**src/rtl/risk_issue.sv**
```systemverilog
`default_nettype none
// ============================================================================
// Module   : risk_issue
// Brief    : Buffers CPU commands in a small FIFO and replays each one on the
//            risk interface for its operation-dependent number of cycles.
// Revision : 1.0
// ============================================================================
module risk_issue #(
    parameter int DEPTH      = 4,
    parameter int LS_CYCLES  = 2,
    parameter int ALU_CYCLES = 1
) (
    input  logic        clk,
    input  logic        reset,
    input  logic        cmd_valid,
    output logic        cmd_ready,
    input  logic [2:0]  cmd_func,
    input  logic [4:0]  cmd_reg,
    input  logic [14:0] cmd_addr,
    input  logic [13:0] cmd_stride_x,
    input  logic [13:0] cmd_stride_y,
    output logic [2:0]  risk_func,
    output logic [4:0]  risk_reg,
    output logic [14:0] risk_addr,
    output logic [13:0] risk_stride_x,
    output logic [13:0] risk_stride_y,
    output logic        busy,
    output logic        done,
    output logic        err,
    output logic [7:0]  issued_count
);
    localparam int AW   = (DEPTH > 1) ? $clog2(DEPTH) : 1;
    localparam int CW   = AW + 1;
    localparam int MAXH = (LS_CYCLES > ALU_CYCLES) ? LS_CYCLES : ALU_CYCLES;
    localparam int HW   = (MAXH > 1) ? $clog2(MAXH) : 1;
    localparam logic [HW-1:0] LS_LAST    = HW'(LS_CYCLES - 1);
    localparam logic [HW-1:0] ALU_LAST   = HW'(ALU_CYCLES - 1);
    localparam logic [CW-1:0] FULL_COUNT = CW'(DEPTH);

    typedef enum logic [0:0] {IDLE = 1'b0, HOLD = 1'b1} state_t;

    state_t        state;
    logic [50:0]   mem [DEPTH];
    logic [AW-1:0] wr_ptr;
    logic [AW-1:0] rd_ptr;
    logic [CW-1:0] count;
    logic [HW-1:0] hold;

    logic          accept;
    logic          reserved;
    logic          push;
    logic          pop;
    logic [50:0]   head;
    logic          head_ls;
    logic [HW-1:0] head_last;
    logic [CW-1:0] count_next;

    assign accept     = cmd_valid && cmd_ready;
    assign reserved   = cmd_func[2] && cmd_func[1];
    assign push       = accept && !reserved && (cmd_func != 3'b000);
    // Pop only from the pre-edge contents: a command pushed into an empty FIFO waits one edge.
    assign pop        = (count != '0) && ((state == IDLE) || (hold == '0));
    assign count_next = count + CW'(push) - CW'(pop);
    assign head       = mem[rd_ptr];
    assign head_ls    = (head[50:48] == 3'b001) || (head[50:48] == 3'b010);
    assign head_last  = head_ls ? LS_LAST : ALU_LAST;
    assign busy       = (count != '0) || (state == HOLD);

    always_ff @(posedge clk) begin
        if (push && !reset) begin
            mem[wr_ptr] <= {cmd_func, cmd_reg, cmd_addr, cmd_stride_x, cmd_stride_y};
        end
    end

    always_ff @(posedge clk) begin
        if (reset) begin
            state         <= IDLE;
            wr_ptr        <= '0;
            rd_ptr        <= '0;
            count         <= '0;
            hold          <= '0;
            cmd_ready     <= 1'b0;
            risk_func     <= 3'b000;
            risk_reg      <= '0;
            risk_addr     <= '0;
            risk_stride_x <= '0;
            risk_stride_y <= '0;
            done          <= 1'b0;
            err           <= 1'b0;
            issued_count  <= '0;
        end else begin
            cmd_ready <= (count_next < FULL_COUNT);
            err       <= accept && reserved;
            count     <= count_next;
            done      <= 1'b0;
            if (push) begin
                wr_ptr <= wr_ptr + AW'(1);
            end
            if ((state == HOLD) && (hold == '0)) begin
                issued_count <= issued_count + 8'd1;
            end
            if (pop) begin
                rd_ptr <= rd_ptr + AW'(1);
                {risk_func, risk_reg, risk_addr, risk_stride_x, risk_stride_y} <= head;
                hold  <= head_last;
                state <= HOLD;
                done  <= (head_last == '0);
            end else if (state == HOLD) begin
                if (hold != '0) begin
                    hold <= hold - HW'(1);
                    done <= (hold == HW'(1));
                end else begin
                    state     <= IDLE;
                    risk_func <= 3'b000;
                end
            end
        end
    end
endmodule
`default_nettype wire

```
**config.mk**
```make
export PLATFORM = sky130hd
export DESIGN_NAME = risk_issue
export DESIGN_NICKNAME = d
export VERILOG_FILES = /design/src/rtl/risk_issue.sv
export SDC_FILE = /design/constraint.sdc
export NUM_CORES = 1
export LEC_CHECK = 0
export CAP_MARGIN = 20
export CORE_MARGIN = 10
export CORE_UTILIZATION = 56
export CTS_BUF_LIST = sky130_fd_sc_hd__clkbuf_16
export CTS_CLUSTER_DIAMETER = 50
export DETAILED_ROUTE_END_ITERATION = 8
export GPL_TIMING_DRIVEN = 0
export PLACE_DENSITY = 0.8
export SYNTH_ARGS = -nofsm -noshare
export SYNTH_HDL_FRONTEND = slang
export SYNTH_SLANG_ARGS = --single-unit
```
**constraint.sdc**
```tcl
create_clock -name clk -period 4.35 [get_ports clk]
set_input_delay 1.0875 -clock clk [delete_from_list [all_inputs] [get_ports clk]]
set_output_delay 1.0875 -clock clk [all_outputs]
set_load 0.1 [all_outputs]
```
Word level (Yosys, flattened, before mapping)
Memory sizes are Yosys's and may differ from the RTL's. A register that Yosys moved wholly into a read port is not among the register bits.
Index checks and enable logic that the tools add are counted.
{ "classes": {"n_bitwise": 3, "n_reduce_logical": 17, "eq_ne": 3, "muxes": 15, "addsub": 6, "order_cmp": 1} }
{ "ops": {"columns": ["operator", "n"], "rows": [
  ["$mux W1", 10],
  ["$mux W3", 3],
  ["$add A8 B1 Y8 const B", 1],
  ["$logic_and A1 B1 Y1", 8],
  ["$reduce_bool A3 Y1", 2],
  ["$add A2 B1 Y2 const B", 2],
  ["$mux W2", 2],
  ["$add A3 B1 Y3", 1],
  ["$eq A3 B1 Y1 const B", 1],
  ["$eq A3 B2 Y1 const B", 1],
  ["$logic_or A1 B1 Y1", 3],
  ["$lt A3 B3 Y1 const B", 1],
  ["$not A1 Y1", 3],
  ["$sub A3 B1 Y3", 1],
  ["$logic_not A1 Y1", 2],
  ["$ne A2 B1 Y1 const B", 1],
  ["$reduce_and A2 Y1", 1],
  ["$reduce_bool A2 Y1", 1],
  ["$sub A1 B1 Y1 const B", 1]
]} }
{ "totals": {"reg_bits": 71, "mem_bits_rw": 204, "elab_cells": 60, "memories": 1, "out_inout_bits": 63, "input_bits": 54} }
{ "memory_table": {"columns": ["memory", "depth", "word_bits", "read_ports", "rd_clocked_by_memory_dff", "wr", "line_no", "text"], "rows": [
  ["mem", 4, 51, 1, 1, 1, "43", "logic [50:0] mem [DEPTH];"]
]} }

Longest topological paths before layout
Gate-level depths: netlist of the first run.
{ "depth": {"depth_word": 7, "depth_mapped": 12} }

Worst setup path before layout of the first run
Ideal clock, no wire load.
{ "synth_timing": {"kind": "input-to-reg", "startpoint": "input port cmd_func[1]", "endpoint": "memory mem[0][0], enable pin", "setup_slack_ns": 0.968, "setup_time_ns": 0.414, "arrival_ns": 2.968, "n_path_buf": 1, "cell_stages": 4, "required_ns": 3.936, "cell_sequence": "and2_0 > clkbuf_1 > nor4_1 > and2_1"} }
{ "synth_via": {"elab_chain_cells": 7, "elab_cells_between_ends": 8} }
{ "synth_lines": {"columns": ["item", "line_no", "text"], "rows": [
  ["start: declaration", "17", "input logic [2:0] cmd_func,"],
  ["$logic_and A1 B1 Y1", "59", "assign reserved = cmd_func[2] && cmd_func[1];"],
  ["$logic_not A1 Y1", "60", "assign push = accept && !reserved && (cmd_func != 3'b000);"],
  ["$logic_and A1 B1 Y1", "60", null],
  ["$logic_and A1 B1 Y1 (*)", "60", null],
  ["$logic_and A1 B1 Y1 (*)", "70", "if (push && !reset) begin"],
  ["$mux W1 (*)", "70", null],
  ["$mux W1 (not written as such) (*)", "71", "mem[wr_ptr] <= {cmd_func, cmd_reg, cmd_addr, cmd_stride_x, cmd_stride_y};"],
  ["end: declaration", "43", null]
]} }
Mark *: on every way between the ends. The rest lies on a longest branch, timed or not.

Worst setup path in the final report of the first run
{ "layout_timing": {"startpoint": "register count[1]", "endpoint": "output port busy"} }
{ "layout_via": {"elab_chain_cells": 2} }
{ "layout_lines": {"columns": ["item", "line_no", "text"], "rows": [
  ["start: declaration", "46", "logic [CW-1:0] count;"],
  ["start signal: assignment", "94", "count <= count_next;"],
  ["$reduce_bool A3 Y1", "67", "assign busy = (count != '0) || (state == HOLD);"],
  ["$logic_or A1 B1 Y1", "67", null],
  ["end: declaration", "27", "output logic busy,"]
]} }
No other way between the ends.

==> results of run 1 <==
[metal layers]
metal  part of all wire  track usage  up-vias
met5                  0            0        -
met4              0.020       0.0561        0
met3              0.064       0.0306       37
met2               0.53        0.322      208
met1               0.38        0.219     2992
li1                   -            -     2687
[kinds of logic after synthesis]
kind of cell             Yosys count  synth area share
buffers and inverters             50            0.0217
multiplexers                      52             0.113
XOR/XNOR                           5           0.00427
AO/OA/AOI/OAI                    124            0.0621
adder cells (fa/ha/maj)            8            0.0105
AND/OR/NAND/NOR                   93            0.0493
flip-flops                       277             0.739
[Yosys cell counts, drive strengths merged]
master	instances
inv	7
nand4	1
mux2i	1
or4	5
o21ai	56
mux4	51
nor3	2
xnor2	4
ha	7
nand3b	3
dfxtp	73
nor2	6
nand4b	1
nand2	4
and2	6
xor2	1
nor4	2
nand3	53
edfxtp	204
or3	5
o31ai	5
nor3b	1
a21oi	62
clkbuf	27
buf	16
or4b	1
o31a	1
fa	1
nor2b	3
[layout by cell type (no fill, tap or decap), types with 4 or more instances in the layout]
master / count
sky130_fd_sc_hd__buf_2: 7
sky130_fd_sc_hd__a21oi_1: 62
sky130_fd_sc_hd__nand3_1: 53
sky130_fd_sc_hd__buf_12: 4
sky130_fd_sc_hd__mux4_2: 51
sky130_fd_sc_hd__clkbuf_1: 27
sky130_fd_sc_hd__or4_1: 5
sky130_fd_sc_hd__dfxtp_1: 73
sky130_fd_sc_hd__buf_1: 5
sky130_fd_sc_hd__or3_1: 5
sky130_fd_sc_hd__nand2_1: 4
sky130_fd_sc_hd__clkinv_1: 7
sky130_fd_sc_hd__clkdlybuf4s50_1: 115
sky130_fd_sc_hd__and2_2: 4
sky130_fd_sc_hd__ha_1: 7
sky130_fd_sc_hd__clkinv_2: 4
sky130_fd_sc_hd__clkbuf_16: 27
sky130_fd_sc_hd__o31ai_1: 5
sky130_fd_sc_hd__edfxtp_1: 204
sky130_fd_sc_hd__nor2_1: 6
sky130_fd_sc_hd__inv_1: 9
sky130_fd_sc_hd__xnor2_1: 4
sky130_fd_sc_hd__o21ai_0: 55
sky130_fd_sc_hd__clkinvlp_4: 4
[critical path: stages (launching register included)]
cell and delay, ps:
sky130_fd_sc_hd__dfxtp_1 370, sky130_fd_sc_hd__nor4_1 690, sky130_fd_sc_hd__inv_1 120, sky130_fd_sc_hd__clkdlybuf4s50_1 1000
[power breakdown]
group	internal (W)	total (W)	switching (W)
clock	0.00125	0.00220	0.000947
combinational	0.00114	0.00379	0.00265
sequential	0.00313	0.00330	0.000175
[cell type report]
cell class | instances | area, µm² | area share
Sequential cell | 277 | 7590 | 0.601
Buffer | 43 | 196 | 0.0156
Timing Repair Buffer | 119 | 1230 | 0.0975
Clock buffer | 27 | 676 | 0.0535
Multi-Input combinational cell | 282 | 2460 | 0.195
Clock inverter | 21 | 164 | 0.0130
Inverter | 7 | 26.3 | 0.00208
Tap cell | 229 | 287 | 0.0227
[worst paths after layout]
kind,start,endpoint,slack [ps],depth (start not counted)
setup / recovery,count[1]$_SDFF_PP0_,busy,560,3
hold / removal,risk_addr[12]$_SDFFE_PP0P_,risk_addr[12]$_SDFFE_PP0P_,480,2
setup reg to reg,count[1]$_SDFF_PP0_,count[2]$_SDFF_PP0_,1130,11
hold reg to reg,risk_addr[12]$_SDFFE_PP0P_,risk_addr[12]$_SDFFE_PP0P_,480,2
[metrics by stage]
| stage | power, W | cells |
|---|---|---|
| 6_report | 0.00929 | 1005 |
| 5_1_grt | 0.00966 | 1005 |
| 4_1_cts | 0.00935 | 1005 |
| 3_5_place_dp | 0.00716 | 957 |
| 3_3_place_gp | 0.00707 | 953 |
| 2_1_floorplan | 0.00622 | 609 |
==> flow_summary_export.csv, run 1 <==
group,metric,value,unit
clock_tree,post-cts-setup-buffer-count,0,
timing,timing.final.max_slew_violations,0,
yosys,ys_seq_area_frac,0.739,
timing,final.period_utilization,0.872,
route,vias_per_cell,5.89,
cells_and_area,fillCellCount,1156,
cells_and_area,post_route_cell_area,12600,µm²
place,io_buffer_count,115,
die,design.core.area,18000,µm²
hold_path,hp-class,"flop to flop",
die,start_util,0.569,
clock_tree,cts-htree-levels,1,
yosys,yosysWarnings,0,
clock_tree,ctsHoldBuffers,0,
cells_and_area,largest_register_ffs,204,
worst_setup_path,worst_endpoint_data_arrival_time,2710,ps
route,avgRoutedWirePerCell,22.0,µm
cells_and_area,registers.top_by_ff_count,"mem",
route,post-route-drc-count,0,
grt,grt_antenna_before_repair,0,
clock_tree,worstSkewPairLatency,520,ps
run_status,status,"completed",
cells_and_area,finalNetCount,819,
worst_setup_path,largest_fanout_on_the_critical_path,5,
timing,timing.fmax,264,MHz
grt,gr_overflow_total,0,
die,die_h,155,µm
worst_setup_path,crit_path_class,"flop to primary output",
place,dp_hpwl,14800,µm
die,area_enclosed_by_the_die_boundary,24100,µm²
timing,measured_slew_at_the_worst_slew_check_pin,1070,ps
die,fp.dieW,155,µm
timing,worst_slack,556,ps
yosys,syn-cell-area,10300,µm²
place,routabilityCongestion,0.810,
cells_and_area,drive_above_1_share,0.142,
timing,fin_tns_setup,0,ps
clock_tree,cts_tree,"built",
cells_and_area,antenna_cells_inserted,0,
worst_setup_path,setup.worst_path.start_class,"flop",
timing,relSlewSlack,0.283,
flow_run,max_cap_violations,0,
timing,clock-skew-final,14.6,ps
grt,gr-usage-all-layers,0.181,
clock_tree,cts.sinks,277,
power_and_ir_drop,leakage,4.08,nW
timing,finalSetupViolCount,0,
power_and_ir_drop,power-per-cell-area,736,nW/µm²
cells_and_area,fin_util,0.700,
yosys,synth.avg_cell_area,16.9,µm²
worst_setup_path,cp.required,3260,ps
yosys,synth.ff_latch_count,277,
clock_tree,cts_buffers,27,
cells_and_area,largest_registers,"mem (204), risk_addr (15)",
timing,grt_setup_unrepaired,"no",
route,drt_pass1_iterations,5,
worst_setup_path,critPathCaptureType,"primary output",
route,routed-via-count,5924,
timing,layout_min_cycle_time,3790,ps
yosys,synth_top_cell_by_area,"sky130_fd_sc_hd__edfxtp_1",
grt,grt_pass1_vias,6398,
timing,whs,482,ps
place,dpl-instance-area,11800,µm²
yosys,syn_inst,609,
clock_tree,clkTransAtPathRegs,70,ps
yosys,netlist-cell-type-count,34,
cells_and_area,areaGrowthSynthToFinish,23.0,%
clock_tree,post_cts.resized_instances,0,
place,post-place-ws,493,ps
grt,pin_count_of_the_biggest_net_entering_global_routing,35,
grt,grt_first_pass_wirelength,34800,µm
clock_tree,cts_buffer_depth,3,
route,wirelength,22100,µm
timing,final_hold_violation_count,0,
die,rows,49,
yosys,syn-num-nets,671,
die,top_level_ports,117,
yosys,post_synth_main_area_contributors,"sky130_fd_sc_hd__edfxtp_1 (60%), sky130_fd_sc_hd__dfxtp_1 (14%), sky130_fd_sc_hd__mux4_2 (11%)",
power_and_ir_drop,peakVddDrop,0.580,mV
route,drt_initial_violations,479,
clock_tree,cts.root.buffer_cell,"sky130_fd_sc_hd__clkbuf_16",
yosys,synth_top_cell_area_share,0.597,
route,drt.antenna.violating_nets,0,
Power figures use the tool's default switching activity.
==> run 2: changes to the inputs <==
SETUP_SLACK_MARGIN = 0.5   (was not set)
==> run 2 against run 1 <==
Global-route usage is the same. Clock power about the same. Utilization barely moved. Final area is essentially flat. Total power is essentially flat. Final cell count unchanged. Die area unchanged.
==> flow_summary_export.csv, run 2 (synthesis results as in run 1) <==
group,metric,value,unit
cells_and_area,finalNetCount,819,
route,drt.antenna.violating_nets,0,
route,drt_pass1_iterations,5,
worst_setup_path,crit_path_class,"input pin to flop",
grt,grt_pass1_vias,6398,
clock_tree,cts.root.buffer_cell,"sky130_fd_sc_hd__clkbuf_16",
route,avgRoutedWirePerCell,22.0,µm
timing,measured_slew_at_the_worst_slew_check_pin,1070,ps
grt,grt_antenna_before_repair,0,
timing,finalSetupViolCount,0,
clock_tree,cts-htree-levels,1,
grt,gr-usage-all-layers,0.181,
cells_and_area,finish.cell_count_without_fillers,1005,
route,wirelength,22100,µm
cells_and_area,antenna_cells_inserted,0,
cells_and_area,layout_common_cells,"sky130_fd_sc_hd__edfxtp_1 (204), sky130_fd_sc_hd__clkdlybuf4s50_1 (114), sky130_fd_sc_hd__dfxtp_1 (73)",
clock_tree,cts_buffers,27,
worst_setup_path,cp.required,4810,ps
grt,gr_overflow_total,0,
route,detail_route.wirelength.met1,8470,µm
route,top_layer,"met4",
power_and_ir_drop,seq_power_share,0.355,
route,vias_per_cell,5.89,
worst_setup_path,critPathCaptureType,"flop",
flow_run,max_cap_violations,0,
timing,fin_tns_setup,0,ps
clock_tree,cts.sinks,277,
power_and_ir_drop,switching_share,0.406,
cells_and_area,largest_register_ffs,204,
clock_tree,clkTransAtPathRegs,70,ps
timing,relSlewSlack,0.283,
power_and_ir_drop,p_int,0.00552,W
cells_and_area,post_route_cell_area,12600,µm²
timing,final.period_utilization,0.779,
worst_setup_path,setup.worst_path.start_class,"input pin",
run_status,status,"completed",
timing,layout_min_cycle_time,3390,ps
die,rows,49,
clock_tree,cts_tree,"built",
route,routed-via-count,5918,
timing,timing.fmax,295,MHz
place,dp_hpwl,14800,µm
die,fp.dieW,155,µm
power_and_ir_drop,clock_power_share,0.236,
timing,final_hold_violation_count,0,
die,design.core.area,18000,µm²
power_and_ir_drop,peakVddDrop,0.581,mV
route,dr_wl_met3,1430,µm
route,drt_initial_violations,485,
timing,timing.final.max_slew_violations,0,
place,dpl-instance-area,11800,µm²
cells_and_area,fillCellCount,1156,
die,start_util,0.569,
clock_tree,cts_buffer_depth,3,
cells_and_area,drive_above_1_share,0.142,
place,io_buffer_count,115,
route,met2RoutedLength,11700,µm
hold_path,hp-class,"flop to flop",
power_and_ir_drop,power-per-cell-area,736,nW/µm²
grt,grt_first_pass_wirelength,34800,µm
worst_setup_path,worst_endpoint_data_arrival_time,3850,ps
power_and_ir_drop,leakage,4.08,nW
die,die_h,155,µm
clock_tree,worstSkewPairLatency,520,ps
place,dp.cells,957,
clock_tree,post-cts-setup-buffer-count,0,
timing,grt_setup_unrepaired,"no",
die,top_level_ports,117,
grt,pin_count_of_the_biggest_net_entering_global_routing,35,
route,post-route-drc-count,0,
die,area_enclosed_by_the_die_boundary,24100,µm²
power_and_ir_drop,power.net_switching,0.00377,W
place,routabilityCongestion,0.810,
worst_setup_path,largest_fanout_on_the_critical_path,6,
cells_and_area,final_common_cell,"sky130_fd_sc_hd__edfxtp_1",
timing,clock-skew-final,16.1,ps
cells_and_area,areaGrowthSynthToFinish,23.0,%
power_and_ir_drop,power.combinational.fraction,0.408,
cells_and_area,largest_registers,"mem (204), risk_addr (15)",
cells_and_area,registers.top_by_ff_count,"mem",
run 2: final cells by class:
| type | count | area [µm²] | area share |
|---|---|---|---|
| flip-flops and latches | 277 | 7590 | 0.601 |
| multi-input cells | 282 | 2460 | 0.195 |
| repair buffers | 119 | 1230 | 0.0977 |
| clock buffers | 27 | 676 | 0.0535 |
| well taps | 229 | 287 | 0.0227 |
| plain buffers | 43 | 196 | 0.0156 |
| clock inverters | 21 | 164 | 0.0130 |
| inverters | 7 | 26.3 | 0.00208 |
run 2: routing by layer:
metal / vias to the layer above / GRT usage
met1: 2981 / 0.219
met4: 0 / 0.0561
met3: 39 / 0.0306
met5: - / 0
li1: 2689 / -
met2: 209 / 0.322
run 2: worst max-delay path, cell delays in order:
cell and delay [ps]:
sky130_fd_sc_hd__clkdlybuf4s50_1 510, sky130_fd_sc_hd__nor3_1 670, sky130_fd_sc_hd__or3_1 240, sky130_fd_sc_hd__ha_1 230
sky130_fd_sc_hd__inv_1 60, sky130_fd_sc_hd__ha_1 120, sky130_fd_sc_hd__inv_1 50, sky130_fd_sc_hd__fa_1 380
sky130_fd_sc_hd__xnor2_1 190, sky130_fd_sc_hd__xnor2_1 160, sky130_fd_sc_hd__nor2b_1 150
run 2: metrics by stage:
| step | power (W) | utilization | hold slack [ps] | setup slack (ps) |
|---|---|---|---|---|
| 5_1_grt | 0.00966 | 0.701 | 492 | 823 |
| 2_1_floorplan | 0.00622 | - | 453 | 968 |
| 6_report | 0.00929 | 0.701 | 482 | 962 |
| 3_5_place_dp | 0.00716 | 0.654 | 473 | 493 |
| 4_1_cts | 0.00935 | 0.700 | 481 | 538 |
| 3_3_place_gp | 0.00707 | 0.649 | 463 | -531 |
run 2: power groups by stage:
stage / clock, W / sequential, W / combinational [W]
6_report: 0.00220 / 0.00330 / 0.00379
5_1_grt: 0.00234 / 0.00333 / 0.00400
4_1_cts: 0.00223 / 0.00330 / 0.00382
3_5_place_dp: 0 / 0.00335 / 0.00380
3_3_place_gp: 0 / 0.00334 / 0.00373
2_1_floorplan: 0 / 0.00489 / 0.00133
run 2: worst paths after layout:
check                                           startpoint                    endpoint  cells after the start  slack [ps]
worst max-delay path                           cmd_func[2]         count[2]$_SDFF_PP0_                     11         960
worst min-delay path            risk_addr[12]$_SDFFE_PP0P_  risk_addr[12]$_SDFFE_PP0P_                      2         480
worst max register to register         count[1]$_SDFF_PP0_         count[2]$_SDFF_PP0_                     11        1130
worst min register to register  risk_addr[12]$_SDFFE_PP0P_  risk_addr[12]$_SDFFE_PP0P_                      2         480
run 2: repair_timing:
action,in CTS,in global routing
gates resized for setup,0,1
hold buffers,0,0
setup endpoints to repair,0,1
==> run 3: changes to the inputs <==
clock period = 3.5 ns   (was 4.35 ns; I/O delays follow)
==> run 3 against run 2 <==
Sequential cell count unchanged. Global-route usage increased by 0.47 points. Total power increased by 27%. Hold slack got worse by 7.1 ps. First-iteration DRC count increased by 3.1%. Register-to-register slack got worse by 510 ps. Clock skew decreased by 7.7 ps. Sequential power increased by 25%. Highest routed layer unchanged.
==> flow_summary_export.csv, run 3 (synthesis results as in run 1) <==
group,metric,value,unit
run_status,status,"completed",
route,drt_pass1_iterations,5,
grt,grt_pass1_vias,6388,
timing,final.period_utilization,0.848,
power_and_ir_drop,finalPower,0.0118,W
die,start_util,0.569,
die,top_level_ports,117,
place,dpl-instance-area,11800,µm²
place,routabilityCongestion,0.784,
clock_tree,worstSkewPairLatency,520,ps
clock_tree,cts-htree-levels,1,
cells_and_area,finish.cell_count_without_fillers,1011,
timing,layout_min_cycle_time,2970,ps
power_and_ir_drop,power-per-cell-area,925,nW/µm²
timing,grt_setup_unrepaired,"yes",
route,dr_wl_met3,1540,µm
timing,measured_slew_at_the_worst_slew_check_pin,1080,ps
flow_run,max_cap_violations,0,
clock_tree,cts_tree,"built",
worst_setup_path,crit_path_class,"input pin to flop",
timing,timing.fmax,337,MHz
route,wirelength,22900,µm
power_and_ir_drop,peakVddDrop,0.667,mV
timing,final_hold_violation_count,0,
die,area_enclosed_by_the_die_boundary,24100,µm²
die,rows,49,
worst_setup_path,largest_fanout_on_the_critical_path,7,
die,die_h,155,µm
route,drt.antenna.violating_nets,0,
worst_setup_path,cpMaxStageDelayCell,"sky130_fd_sc_hd__clkdlybuf4s50_1",
route,top_layer,"met4",
worst_setup_path,delay_of_the_slowest_critical_path_stage,460,ps
worst_setup_path,setup.worst_path.start_class,"input pin",
clock_tree,clkTransAtPathRegs,60,ps
worst_setup_path,critPathCaptureType,"flop",
cells_and_area,largest_register_ffs,204,
cells_and_area,post_route_cell_area,12800,µm²
route,vias_per_cell,5.98,
cells_and_area,drive_above_1_share,0.158,
route,drt_initial_violations,500,
clock_tree,cts_buffers,28,
grt,grt_antenna_before_repair,2,
timing,timing.final.max_slew_violations,0,
clock_tree,cts_buffer_depth,3,
cells_and_area,final_common_cell,"sky130_fd_sc_hd__edfxtp_1",
clock_tree,cts.sinks,277,
route,avgRoutedWirePerCell,22.7,µm
place,post-place-ws,-101,ps
grt,gr-usage-all-layers,0.185,
place,dp_hpwl,14900,µm
cells_and_area,layout_common_cells,"sky130_fd_sc_hd__edfxtp_1 (204), sky130_fd_sc_hd__clkdlybuf4s50_1 (105), sky130_fd_sc_hd__dfxtp_1 (72)",
worst_setup_path,cp.required,3890,ps
timing,finalSetupViolCount,0,
route,routed-via-count,6042,
grt,grt_first_pass_wirelength,35300,µm
hold_path,min_delay_path_depth,2,
hold_path,hp-class,"flop to flop",
clock_tree,ctsHoldBuffers,0,
grt,pin_count_of_the_biggest_net_entering_global_routing,34,
cells_and_area,areaGrowthSynthToFinish,24.3,%
cells_and_area,fin_util,0.708,
die,fp.dieW,155,µm
cells_and_area,largest_registers,"mem (204), risk_addr (15)",
cells_and_area,registers.top_by_ff_count,"mem",
die,design.core.area,18000,µm²
worst_setup_path,worst_endpoint_data_arrival_time,3360,ps
worst_setup_path,crit_path_cell_trace,"clkdlybuf4s50_1 -> nand2_1 -> or3_4 -> ha_1 -> inv_1 -> ha_1 -> inv_1 -> fa_1 -> xnor2_2 -> xnor2_2 -> nor2b_1",
route,post-route-drc-count,0,
route,detail_route.wirelength.met1,8440,µm
timing,clock-skew-final,8.35,ps
place,dp.cells,957,
timing,relSlewSlack,0.280,
cells_and_area,finalNetCount,820,
grt,gr_overflow_total,0,
worst_setup_path,ff2ff_path_depth,12,
power_and_ir_drop,leakage,4.25,nW
clock_tree,cts.root.buffer_cell,"sky130_fd_sc_hd__clkbuf_16",
timing,worst_slack,532,ps
route,met2RoutedLength,12400,µm
place,io_buffer_count,115,
## run 3: cell count changes in the layout (fill, tap and decap cells not counted), moves of 3 or more
cell	before	now
sky130_fd_sc_hd__clkbuf_1	27	24
sky130_fd_sc_hd__dlygate4sd2_1	0	5
sky130_fd_sc_hd__clkdlybuf4s50_1	114	105
sky130_fd_sc_hd__inv_1	9	14
sky130_fd_sc_hd__clkbuf_2	0	4
sky130_fd_sc_hd__clkinv_1	7	4
sky130_fd_sc_hd__dlymetal6s2s_1	1	4
## run 3: where the power goes
| part | total (W) | switching [W] | internal [W] |
|---|---|---|---|
| Sequential | 0.00413 | 0.000241 | 0.00389 |
| Clock | 0.00288 | 0.00117 | 0.00171 |
| Combinational | 0.00479 | 0.00334 | 0.00145 |
| Total | 0.0118 | 0.00475 | 0.00705 |
## run 3: critical path, delay by kind of cell
family        cells  cell delay, ps
buf+inv           3             580
xor+xnor          2             330
fa+ha+maj         3             850
simple gates      3             710
## run 3: layout make-up
class | count | area [µm²]
clock inverters | 23 | 184
inverters | 7 | 26.3
multi-input cells | 282 | 2510
repair buffers | 119 | 1230
clock buffers | 29 | 726
plain buffers | 43 | 200
fillers | 1150 | 5270
well taps | 229 | 287
flip-flops and latches | 277 | 7590
diodes | 2 | 5.00
## run 3: repair_timing
| action | 4_1_cts | 5_1_grt |
|---|---|---|
| buffers inserted | 0 | 0 |
| pin swaps | 0 | 1 |
| hold endpoints to repair | 0 | 0 |
| setup endpoints to repair | 35 | 134 |
| resized for setup | 10 | 18 |
## run 3: path summary, 6_finish.rpt
| kind | slack (ps) | startpoint | end |
|---|---|---|---|
| setup / recovery | 530 | cmd_valid | count[2]$_SDFF_PP0_ |
| hold / removal | 470 | risk_reg[1]$_SDFFE_PP0P_ | risk_reg[1]$_SDFFE_PP0P_ |
| setup reg to reg | 620 | hold$_SDFFE_PP0P_ | count[2]$_SDFF_PP0_ |
| hold reg to reg | 470 | risk_reg[1]$_SDFFE_PP0P_ | risk_reg[1]$_SDFFE_PP0P_ |
## run 3: per-layer routing
layer | up-vias | track usage
li1 | 2700 | -
met1 | 3057 | 0.216
met2 | 244 | 0.331
met3 | 41 | 0.0389
met4 | 0 | 0.0628
met5 | - | 0
## run 3: through the flow
stage          hold slack (ps)  TNS (ps)
3_3_place_gp               463    -42110
6_report                   474         0
5_1_grt                    495         0
2_1_floorplan              453         0
4_1_cts                    476         0
3_5_place_dp               466      -691
